`config.mk`:
```
export PLATFORM = sky130hd
export DESIGN_NAME = traffic_light_monitor_flat
export DESIGN_NICKNAME = d
export VERILOG_FILES = /design/src/rtl/traffic_light_pkg.sv /design/src/rtl/traffic_light_monitor_if.sv /design/src/rtl/tlm_phase_timer.sv /design/src/rtl/traffic_light_monitor.sv /design/src/flat_wrapper.sv
export SDC_FILE = /design/constraint.sdc
export NUM_CORES = 1
export LEC_CHECK = 0
export ABC_AREA = 1
export BUFFER_PORTS_ARGS = -buffer_cell sky130_fd_sc_hd__clkbuf_2
export CORE_MARGIN = 5
export CORE_UTILIZATION = 55
export DETAILED_ROUTE_END_ITERATION = 10
export PLACE_DENSITY = 0.85
export REMOVE_ABC_BUFFERS = 1
export SLEW_MARGIN = 20
export SYNTH_ARGS = -nofsm -noshare
export SYNTH_HDL_FRONTEND = slang
export SYNTH_SLANG_ARGS = --single-unit
```
`constraint.sdc`:
```
create_clock -name CLK_I -period 6.8 [get_ports CLK_I]
set_clock_uncertainty 0.2 [all_clocks]
set_input_delay 1.02 -clock CLK_I [delete_from_list [all_inputs] [get_ports CLK_I]]
set_output_delay 1.02 -clock CLK_I [all_outputs]
set_load 0.005 [all_outputs]
```
`src/rtl/traffic_light_pkg.sv`:
```
// Shared traffic-light definitions: phase and fault encodings, lamp bit positions,
// default phase durations, and the phase decode / sequence legality helpers.
package traffic_light_pkg;

    localparam int CNT_W = 36;

    localparam logic [CNT_W-1:0] TL_RED_CYC = 36'd60000000000;
    localparam logic [CNT_W-1:0] TL_YEL_CYC = 36'd3000000000;
    localparam logic [CNT_W-1:0] TL_GRN_CYC = 36'd30000000000;
    localparam logic [CNT_W-1:0] TL_TOL_CYC = 36'd16;

    localparam int LAMP_R = 2;
    localparam int LAMP_Y = 1;
    localparam int LAMP_G = 0;

    typedef enum logic [2:0] {
        PH_DARK            = 3'd0,
        PH_RED             = 3'd1,
        PH_YEL_AFTER_RED   = 3'd2,
        PH_GREEN           = 3'd3,
        PH_YEL_AFTER_GREEN = 3'd4,
        PH_YEL_FLASH       = 3'd5
    } phase_e;

    typedef enum logic [2:0] {
        FLT_NONE  = 3'd0,
        FLT_COMBO = 3'd1,
        FLT_SEQ   = 3'd2,
        FLT_SHORT = 3'd3,
        FLT_LONG  = 3'd4
    } fault_e;

    function automatic logic is_lit(phase_e ph);
        return ph != PH_DARK;
    endfunction

    // Yellow is ambiguous on its own; the phase it follows decides which yellow it is.
    // Multi-lamp codes resolve by red > yellow > green.
    function automatic phase_e decode_phase(logic [2:0] lamp, phase_e prev);
        phase_e ph;
        ph = prev;
        if (lamp == 3'b000) begin
            ph = PH_DARK;
        end else if (lamp[LAMP_R]) begin
            ph = PH_RED;
        end else if (lamp[LAMP_Y]) begin
            case (prev)
                PH_RED:   ph = PH_YEL_AFTER_RED;
                PH_GREEN: ph = PH_YEL_AFTER_GREEN;
                PH_DARK:  ph = PH_YEL_FLASH;
                default:  ph = prev;
            endcase
        end else begin
            ph = PH_GREEN;
        end
        return ph;
    endfunction

    function automatic logic legal_step(phase_e from, phase_e to);
        logic ok;
        ok = 1'b0;
        case (from)
            PH_DARK:            ok = (to == PH_RED) || (to == PH_YEL_FLASH);
            PH_YEL_FLASH:       ok = (to == PH_DARK);
            PH_RED:             ok = (to == PH_YEL_AFTER_RED);
            PH_YEL_AFTER_RED:   ok = (to == PH_GREEN);
            PH_GREEN:           ok = (to == PH_YEL_AFTER_GREEN);
            PH_YEL_AFTER_GREEN: ok = (to == PH_RED);
            default:            ok = 1'b0;
        endcase
        return ok;
    endfunction

endpackage

```
`src/rtl/traffic_light_monitor_if.sv`:
```
// Lamp inputs, fault clear and monitor status outputs of the traffic light monitor.
// DUR_O is meaningful only in the cycle DUR_VLD_O is high; there is no ready, the monitor never stalls.
interface traffic_light_monitor_if;
    import traffic_light_pkg::*;

    logic             RED_I;
    logic             YELLOW_I;
    logic             GREEN_I;
    logic             FAULT_CLR_I;
    logic [2:0]       PHASE_O;
    logic [CNT_W-1:0] DUR_O;
    logic             DUR_VLD_O;
    logic             FAULT_O;
    logic [2:0]       FAULT_CODE_O;

    modport master (
        output RED_I, YELLOW_I, GREEN_I, FAULT_CLR_I,
        input  PHASE_O, DUR_O, DUR_VLD_O, FAULT_O, FAULT_CODE_O
    );

    modport slave (
        input  RED_I, YELLOW_I, GREEN_I, FAULT_CLR_I,
        output PHASE_O, DUR_O, DUR_VLD_O, FAULT_O, FAULT_CODE_O
    );

endinterface

```
`src/rtl/tlm_phase_timer.sv`:
```
// Lamp sampling, change detection, saturating phase-length counter and the
// short/long comparisons against the nominal length of the phase being timed.
module tlm_phase_timer
    import traffic_light_pkg::*;
#(
    parameter logic [CNT_W-1:0] RED_CYC_P = TL_RED_CYC,
    parameter logic [CNT_W-1:0] YEL_CYC_P = TL_YEL_CYC,
    parameter logic [CNT_W-1:0] GRN_CYC_P = TL_GRN_CYC,
    parameter logic [CNT_W-1:0] TOL_CYC_P = TL_TOL_CYC
) (
    input  logic             i_clk,
    input  logic             i_rst_n,
    input  logic [2:0]       i_lamp,
    input  phase_e           i_phase,
    output logic [2:0]       o_lamp_s,
    output logic             o_change,
    output logic [CNT_W-1:0] o_cnt,
    output logic             o_short,
    output logic             o_long
);

    localparam int CW = CNT_W + 2;

    logic [2:0]       r_s;
    logic [2:0]       r_p;
    logic [CNT_W-1:0] r_cnt;
    logic [CNT_W-1:0] w_nom;
    logic             w_change;

    assign w_change = (r_s != r_p);

    always_ff @(posedge i_clk or negedge i_rst_n) begin
        if (!i_rst_n) begin
            r_s   <= '0;
            r_p   <= '0;
            r_cnt <= '0;
        end else begin
            r_s <= i_lamp;
            r_p <= r_s;
            if (w_change) begin
                r_cnt <= CNT_W'(1);
            end else if (!(&r_cnt)) begin
                r_cnt <= r_cnt + CNT_W'(1);
            end
        end
    end

    // i_phase is the phase of r_p, i.e. the phase r_cnt is currently timing.
    always_comb begin
        w_nom = '0;
        case (i_phase)
            PH_RED:                                             w_nom = RED_CYC_P;
            PH_YEL_AFTER_RED, PH_YEL_AFTER_GREEN, PH_YEL_FLASH: w_nom = YEL_CYC_P;
            PH_GREEN:                                           w_nom = GRN_CYC_P;
            default:                                            w_nom = '0;
        endcase
    end

    // Widened so that N+1-TOL below zero and N+2+TOL above all-ones compare correctly.
    assign o_short  = ({2'b00, r_cnt} + {2'b00, TOL_CYC_P}) < ({2'b00, w_nom} + CW'(1));
    assign o_long   = {2'b00, r_cnt} >= ({2'b00, w_nom} + {2'b00, TOL_CYC_P} + CW'(2));
    assign o_lamp_s = r_s;
    assign o_change = w_change;
    assign o_cnt    = r_cnt;

endmodule

```
`src/rtl/traffic_light_monitor.sv`:
```
// Traffic light monitor top: phase decode FSM, fault detection/capture, duration report.
// Define TLM_INPUT_SYNC_EN to put a two-flop synchroniser on each lamp line.
module traffic_light_monitor
    import traffic_light_pkg::*;
#(
    parameter logic [CNT_W-1:0] RED_CYC_P = TL_RED_CYC,
    parameter logic [CNT_W-1:0] YEL_CYC_P = TL_YEL_CYC,
    parameter logic [CNT_W-1:0] GRN_CYC_P = TL_GRN_CYC,
    parameter logic [CNT_W-1:0] TOL_CYC_P = TL_TOL_CYC
) (
    input  logic                   CLK_I,
    input  logic                   RST_N_I,
    traffic_light_monitor_if.slave bus
);

    logic [2:0]       w_lamp_pin;
    logic [2:0]       w_lamp_in;
    logic [2:0]       w_lamp_s;
    logic             w_change;
    logic [CNT_W-1:0] w_cnt;
    logic             w_short_raw;
    logic             w_long_raw;

    phase_e           r_phase;
    phase_e           w_phase_nxt;
    logic             r_unchecked;
    logic             r_fault;
    fault_e           r_fault_code;
    fault_e           w_fault_code;
    logic [CNT_W-1:0] r_dur;
    logic             r_dur_vld;

    logic             w_lit;
    logic             w_checked;
    logic             w_combo;
    logic             w_seq;
    logic             w_short;
    logic             w_long;

    assign w_lamp_pin = {bus.RED_I, bus.YELLOW_I, bus.GREEN_I};

`ifdef TLM_INPUT_SYNC_EN
    logic [2:0] r_sync_1;
    logic [2:0] r_sync_2;

    always_ff @(posedge CLK_I or negedge RST_N_I) begin
        if (!RST_N_I) begin
            r_sync_1 <= '0;
            r_sync_2 <= '0;
        end else begin
            r_sync_1 <= w_lamp_pin;
            r_sync_2 <= r_sync_1;
        end
    end

    assign w_lamp_in = r_sync_2;
`else
    assign w_lamp_in = w_lamp_pin;
`endif

    tlm_phase_timer #(
        .RED_CYC_P (RED_CYC_P),
        .YEL_CYC_P (YEL_CYC_P),
        .GRN_CYC_P (GRN_CYC_P),
        .TOL_CYC_P (TOL_CYC_P)
    ) u_timer (
        .i_clk    (CLK_I),
        .i_rst_n  (RST_N_I),
        .i_lamp   (w_lamp_in),
        .i_phase  (r_phase),
        .o_lamp_s (w_lamp_s),
        .o_change (w_change),
        .o_cnt    (w_cnt),
        .o_short  (w_short_raw),
        .o_long   (w_long_raw)
    );

    always_ff @(posedge CLK_I or negedge RST_N_I) begin
        if (!RST_N_I) begin
            r_phase <= PH_DARK;
        end else begin
            r_phase <= w_phase_nxt;
        end
    end

    always_comb begin
        w_phase_nxt = r_phase;
        if (w_change) begin
            w_phase_nxt = decode_phase(w_lamp_s, r_phase);
        end
    end

    // r_phase is still the phase that is ending while w_change is high.
    assign w_lit     = is_lit(r_phase);
    assign w_checked = w_change && !r_unchecked;
    assign w_combo   = (w_lamp_s[LAMP_R] & w_lamp_s[LAMP_Y]) |
                       (w_lamp_s[LAMP_R] & w_lamp_s[LAMP_G]) |
                       (w_lamp_s[LAMP_Y] & w_lamp_s[LAMP_G]);
    assign w_seq     = w_checked && !legal_step(r_phase, w_phase_nxt);
    assign w_short   = w_checked && w_lit && w_short_raw;
    assign w_long    = w_lit && w_long_raw;

    always_comb begin
        w_fault_code = FLT_NONE;
        if (w_combo) begin
            w_fault_code = FLT_COMBO;
        end else if (w_seq) begin
            w_fault_code = FLT_SEQ;
        end else if (w_short) begin
            w_fault_code = FLT_SHORT;
        end else if (w_long) begin
            w_fault_code = FLT_LONG;
        end
    end

    always_ff @(posedge CLK_I or negedge RST_N_I) begin
        if (!RST_N_I) begin
            r_fault      <= 1'b0;
            r_fault_code <= FLT_NONE;
            r_unchecked  <= 1'b1;
            r_dur        <= '0;
            r_dur_vld    <= 1'b0;
        end else begin
            // A fault seen in the clear cycle is captured instead of being cleared.
            if ((w_fault_code != FLT_NONE) && (!r_fault || bus.FAULT_CLR_I)) begin
                r_fault      <= 1'b1;
                r_fault_code <= w_fault_code;
            end else if (bus.FAULT_CLR_I) begin
                r_fault      <= 1'b0;
                r_fault_code <= FLT_NONE;
            end

            if (bus.FAULT_CLR_I) begin
                r_unchecked <= 1'b1;
            end else if (w_change) begin
                r_unchecked <= 1'b0;
            end

            r_dur_vld <= w_change && w_lit;
            if (w_change && w_lit) begin
                r_dur <= w_cnt;
            end
        end
    end

    assign bus.PHASE_O      = r_phase;
    assign bus.DUR_O        = r_dur;
    assign bus.DUR_VLD_O    = r_dur_vld;
    assign bus.FAULT_O      = r_fault;
    assign bus.FAULT_CODE_O = r_fault_code;

endmodule

```
`src/flat_wrapper.sv`:
```
// flat-port wrapper written by rule: the top's interface ports become plain ports
module traffic_light_monitor_flat import traffic_light_pkg::*;
#(
    parameter logic [CNT_W-1:0] RED_CYC_P = TL_RED_CYC,
    parameter logic [CNT_W-1:0] YEL_CYC_P = TL_YEL_CYC,
    parameter logic [CNT_W-1:0] GRN_CYC_P = TL_GRN_CYC,
    parameter logic [CNT_W-1:0] TOL_CYC_P = TL_TOL_CYC
)
  (CLK_I, RST_N_I, bus_RED_I, bus_YELLOW_I, bus_GREEN_I, bus_FAULT_CLR_I, bus_PHASE_O, bus_DUR_O, bus_DUR_VLD_O, bus_FAULT_O, bus_FAULT_CODE_O);
  traffic_light_monitor_if bus_i ();
  input  logic CLK_I;
  input  logic RST_N_I;
  input wire logic [$bits(bus_i.RED_I)-1:0] bus_RED_I;
  input wire logic [$bits(bus_i.YELLOW_I)-1:0] bus_YELLOW_I;
  input wire logic [$bits(bus_i.GREEN_I)-1:0] bus_GREEN_I;
  input wire logic [$bits(bus_i.FAULT_CLR_I)-1:0] bus_FAULT_CLR_I;
  output wire logic [$bits(bus_i.PHASE_O)-1:0] bus_PHASE_O;
  output wire logic [$bits(bus_i.DUR_O)-1:0] bus_DUR_O;
  output wire logic [$bits(bus_i.DUR_VLD_O)-1:0] bus_DUR_VLD_O;
  output wire logic [$bits(bus_i.FAULT_O)-1:0] bus_FAULT_O;
  output wire logic [$bits(bus_i.FAULT_CODE_O)-1:0] bus_FAULT_CODE_O;
  assign bus_i.RED_I = bus_RED_I;
  assign bus_i.YELLOW_I = bus_YELLOW_I;
  assign bus_i.GREEN_I = bus_GREEN_I;
  assign bus_i.FAULT_CLR_I = bus_FAULT_CLR_I;
  assign bus_PHASE_O = bus_i.PHASE_O;
  assign bus_DUR_O = bus_i.DUR_O;
  assign bus_DUR_VLD_O = bus_i.DUR_VLD_O;
  assign bus_FAULT_O = bus_i.FAULT_O;
  assign bus_FAULT_CODE_O = bus_i.FAULT_CODE_O;
  traffic_light_monitor #(.RED_CYC_P(RED_CYC_P), .YEL_CYC_P(YEL_CYC_P), .GRN_CYC_P(GRN_CYC_P), .TOL_CYC_P(TOL_CYC_P)) u_core (.CLK_I(CLK_I), .RST_N_I(RST_N_I), .bus(bus_i));
endmodule
```
==> metrics <==
clock period minus worst slack 3.85 ns; CP max-delay cell nor3_1; CP max stage delay 0.85 ns; worst hold path stage count 0; crit path kind reg2reg; number of distinct library cells after synthesis 39; final setup violation count 0; WL final 15.1 mm; CP required 6.92 ns; first-pass GRT wire length 25.0 mm; Post-DP Area 6280 um^2; htree depth 3; # hold bufs at CTS 0; ys flop type dfrtp_1; Layout Nets 894; drt wl/cell 15.5 um; total gr overflow 0; Logic pwr share 22.6%; # DRC 0; Arr. time, crit path 3.97 ns; Post-synth ARST share 100%; later-pin clock latency in the skew report 0.37 ns; Synth Instances 787; fin crit share 56.6%; drt pass-1 iters 7; Final Slew Violations 0; DP HPWL 11.8 mm; Post-DRT Antenna Nets 0; clock slew at reported path FFs 0.09 ns; Sw Ratio 33.7%; DIE AREA 12900 um^2; Synth Register Bits 87; WHS 0.248 ns; top cells by area, synth dfrtp_1 37%, nand2_1 11%, ha_1 11%, inv_1 6.1%, o21ai_0 5.5%; Synth area leader dfrtp_1; drt via density 5.53; Reg2Reg Depth 18; sequential power share 45.9%; vias in the first global route 5048; VDD IR max 0.177 mV; largest net degree at the start of global routing 71; most frequent CP cell nand2_1; Max-Cap Viols 0; CP Max Fanout 10; final design area excluding fillers 6480 um^2; CORE AREA 10400 um^2; Setup Fix Bufs, Post-CTS 0; DRT iter0 DRCs 411; share of layout cells above drive strength 1 12.7%; global placement routability congestion 0.993; post_cts resized 0; row cnt 37; Final Hold Viols 0; max_slew headroom 29.9%; total negative slack 0 ns; CTS sink cnt 87; average size of a mapped cell 7.49 um^2; M1 GR Usage 34.0%; status complete, no violations; CP Capture Type flop; commonest non-fill, non-tap cell in the layout nand2_1; RSZ-0062 raised after global routing no; antenna cells 0; Hold Crit Class reg2reg; DR vias 5407; initial antenna violation count 0; GR Util met3 5.36%; sequential share of the synthesized area 37.0%; number of top-level pins 50; port bufs 49; worst slew pin tran 1.04 ns; critical-path cell list inv_1 > nand3_1 > inv_1 > nor3_1 > ha_1 > a21oi_1 > nor2_1 > nor2_1 > nand2_1 > o21bai_1 > nand4_1 > nand2_1 > nand4_1 > a21oi_1 > nand3_2 > nand2_2 > nand3_1 > nand2_1; Internal 785 uW; TritonCTS Buffers 9; Clock Power Share 31.5%; CTS Buffer Depth 2; Power Dens Cells 182 nW/um^2; Clock Root Buffer clkbuf_8; routing usage on met2 36.8%; most frequent cells in the layout 178 x nand2_1, 96 x inv_1, 86 x dfrtp_1; max frequency 260 MHz; Psw 398 uW; Yosys top cell area share 36.5%; crit start category flop; Die H 114 um; grt peak-use layer met2; Die W 114 um; CTS tree yes; Yosys warnings 0; Leak Pwr 0.00331 uW; area grow syn2layout 10.0%; Post-synth EDFFs 0; Starting Density 56.8%; Total GRT Usage 24.3%; Mapped Area 5890 um^2
==> power by group through the flow <==
stage          Combinational (uW)  Clock (uW)  Sequential, uW
5_1_grt                       311         402             546
3_5_place_dp                  265           0             553
2_1_floorplan                 180           0             552
4_1_cts                       266         381             543
6_report                      268         373             543
3_3_place_gp                  259           0             552
==> synthesized netlist by cell type, types with 2 or more instances <==
master and number:
nand2_1 179, inv_1 96, dfrtp_1 86, nor2_1 65, o21ai_0 65, ha_1 52
a21oi_1 48, nand3_1 47, nor3_1 30, xor2_1 24, clkbuf_1 11, inv_2 9
nand4_1 9, nor2_2 8, nand2_2 7, nor4_1 6, a31oi_1 5, nor3_2 4
and3_1 3, nor2_4 3, o211ai_1 3, o21ai_1 3, xnor2_1 3, a211oi_1 2
a21o_1 2, a22oi_1 2, nand3_2 2, o21a_1 2
==> logic make-up (layout without fill, tap and decap cells) <==
kind of cell	after synthesis	in the layout	share of synthesized area, %
xor+xnor	27	27	4.01
compound gates	135	135	12.2
fa+ha+maj	52	52	11.0
flops	87	87	37.0
simple gates	368	368	28.2
buf+inv	118	172	7.60
==> state kept, by name (all words and copies together), names as in the netlist <==
signal and count:
u_core.u_timer.o_cnt 36, u_core.bus.FAULT_O 1, u_core.bus.FAULT_CODE_O 3, u_core.bus.DUR_O 36, u_core.r_unchecked 1, u_core.u_timer.o_lamp_s 3
u_core.bus.PHASE_O 3, u_core.bus.DUR_VLD_O 1, u_core.u_timer.r_p 3
==> stage by stage <==
stage	utilization (%)	total power, uW	setup WS (ns)	cells
2_1_floorplan	-	732	3.67	774
3_3_place_gp	60.5	811	3.19	961
3_5_place_dp	60.5	817	3.01	961
4_1_cts	62.5	1190	2.98	977
5_1_grt	62.5	1260	2.59	977
6_report	62.5	1180	2.95	977
==> area by class of cell <==
class	instances	area (um^2)
Timing Repair Buffer	51	263
Fill cell	991	3880
Sequential cell	87	2180
Clock buffer	9	124
Tap cell	136	170
Clock inverter	7	80.1
Inverter	105	394
Multi-Input combinational cell	582	3280
==> critical path, delay by kind of cell, from the launching register on <==
kind,cells,cell delay (ns)
and+or+nand+nor,12,2.04
AOI/OAI and AO/OA,3,0.49
DFF,1,0.43
adders and majority gates,1,0.40
buffers and inverters,2,0.22
==> path summary, 6_finish.rpt <==
check,end,from,slack (ns)
setup / recovery,u_core.bus.FAULT_CODE_O[0],u_core.bus.PHASE_O[2],2.95
hold / removal,u_core.u_timer.r_p[0],u_core.u_timer.o_lamp_s[0],0.25
setup reg to reg,u_core.bus.FAULT_CODE_O[0],u_core.bus.PHASE_O[2],2.95
hold reg to reg,u_core.u_timer.r_p[0],u_core.u_timer.o_lamp_s[0],0.25
max in group asynchronous,u_core.bus.DUR_O[16],RST_N_I,5.02
min in group asynchronous,u_core.u_timer.o_cnt[1],RST_N_I,0.41
==> layer usage <==
layer | share of wire [%] | wire (um) | vias to the layer above
met5 | 0 | 0 | -
met4 | 3.0 | 458 | 0
met3 | 8.4 | 1270 | 36
met2 | 44 | 6610 | 239
met1 | 45 | 6770 | 2435
li1 | - | - | 2697
Power figures use the tool's default switching activity.
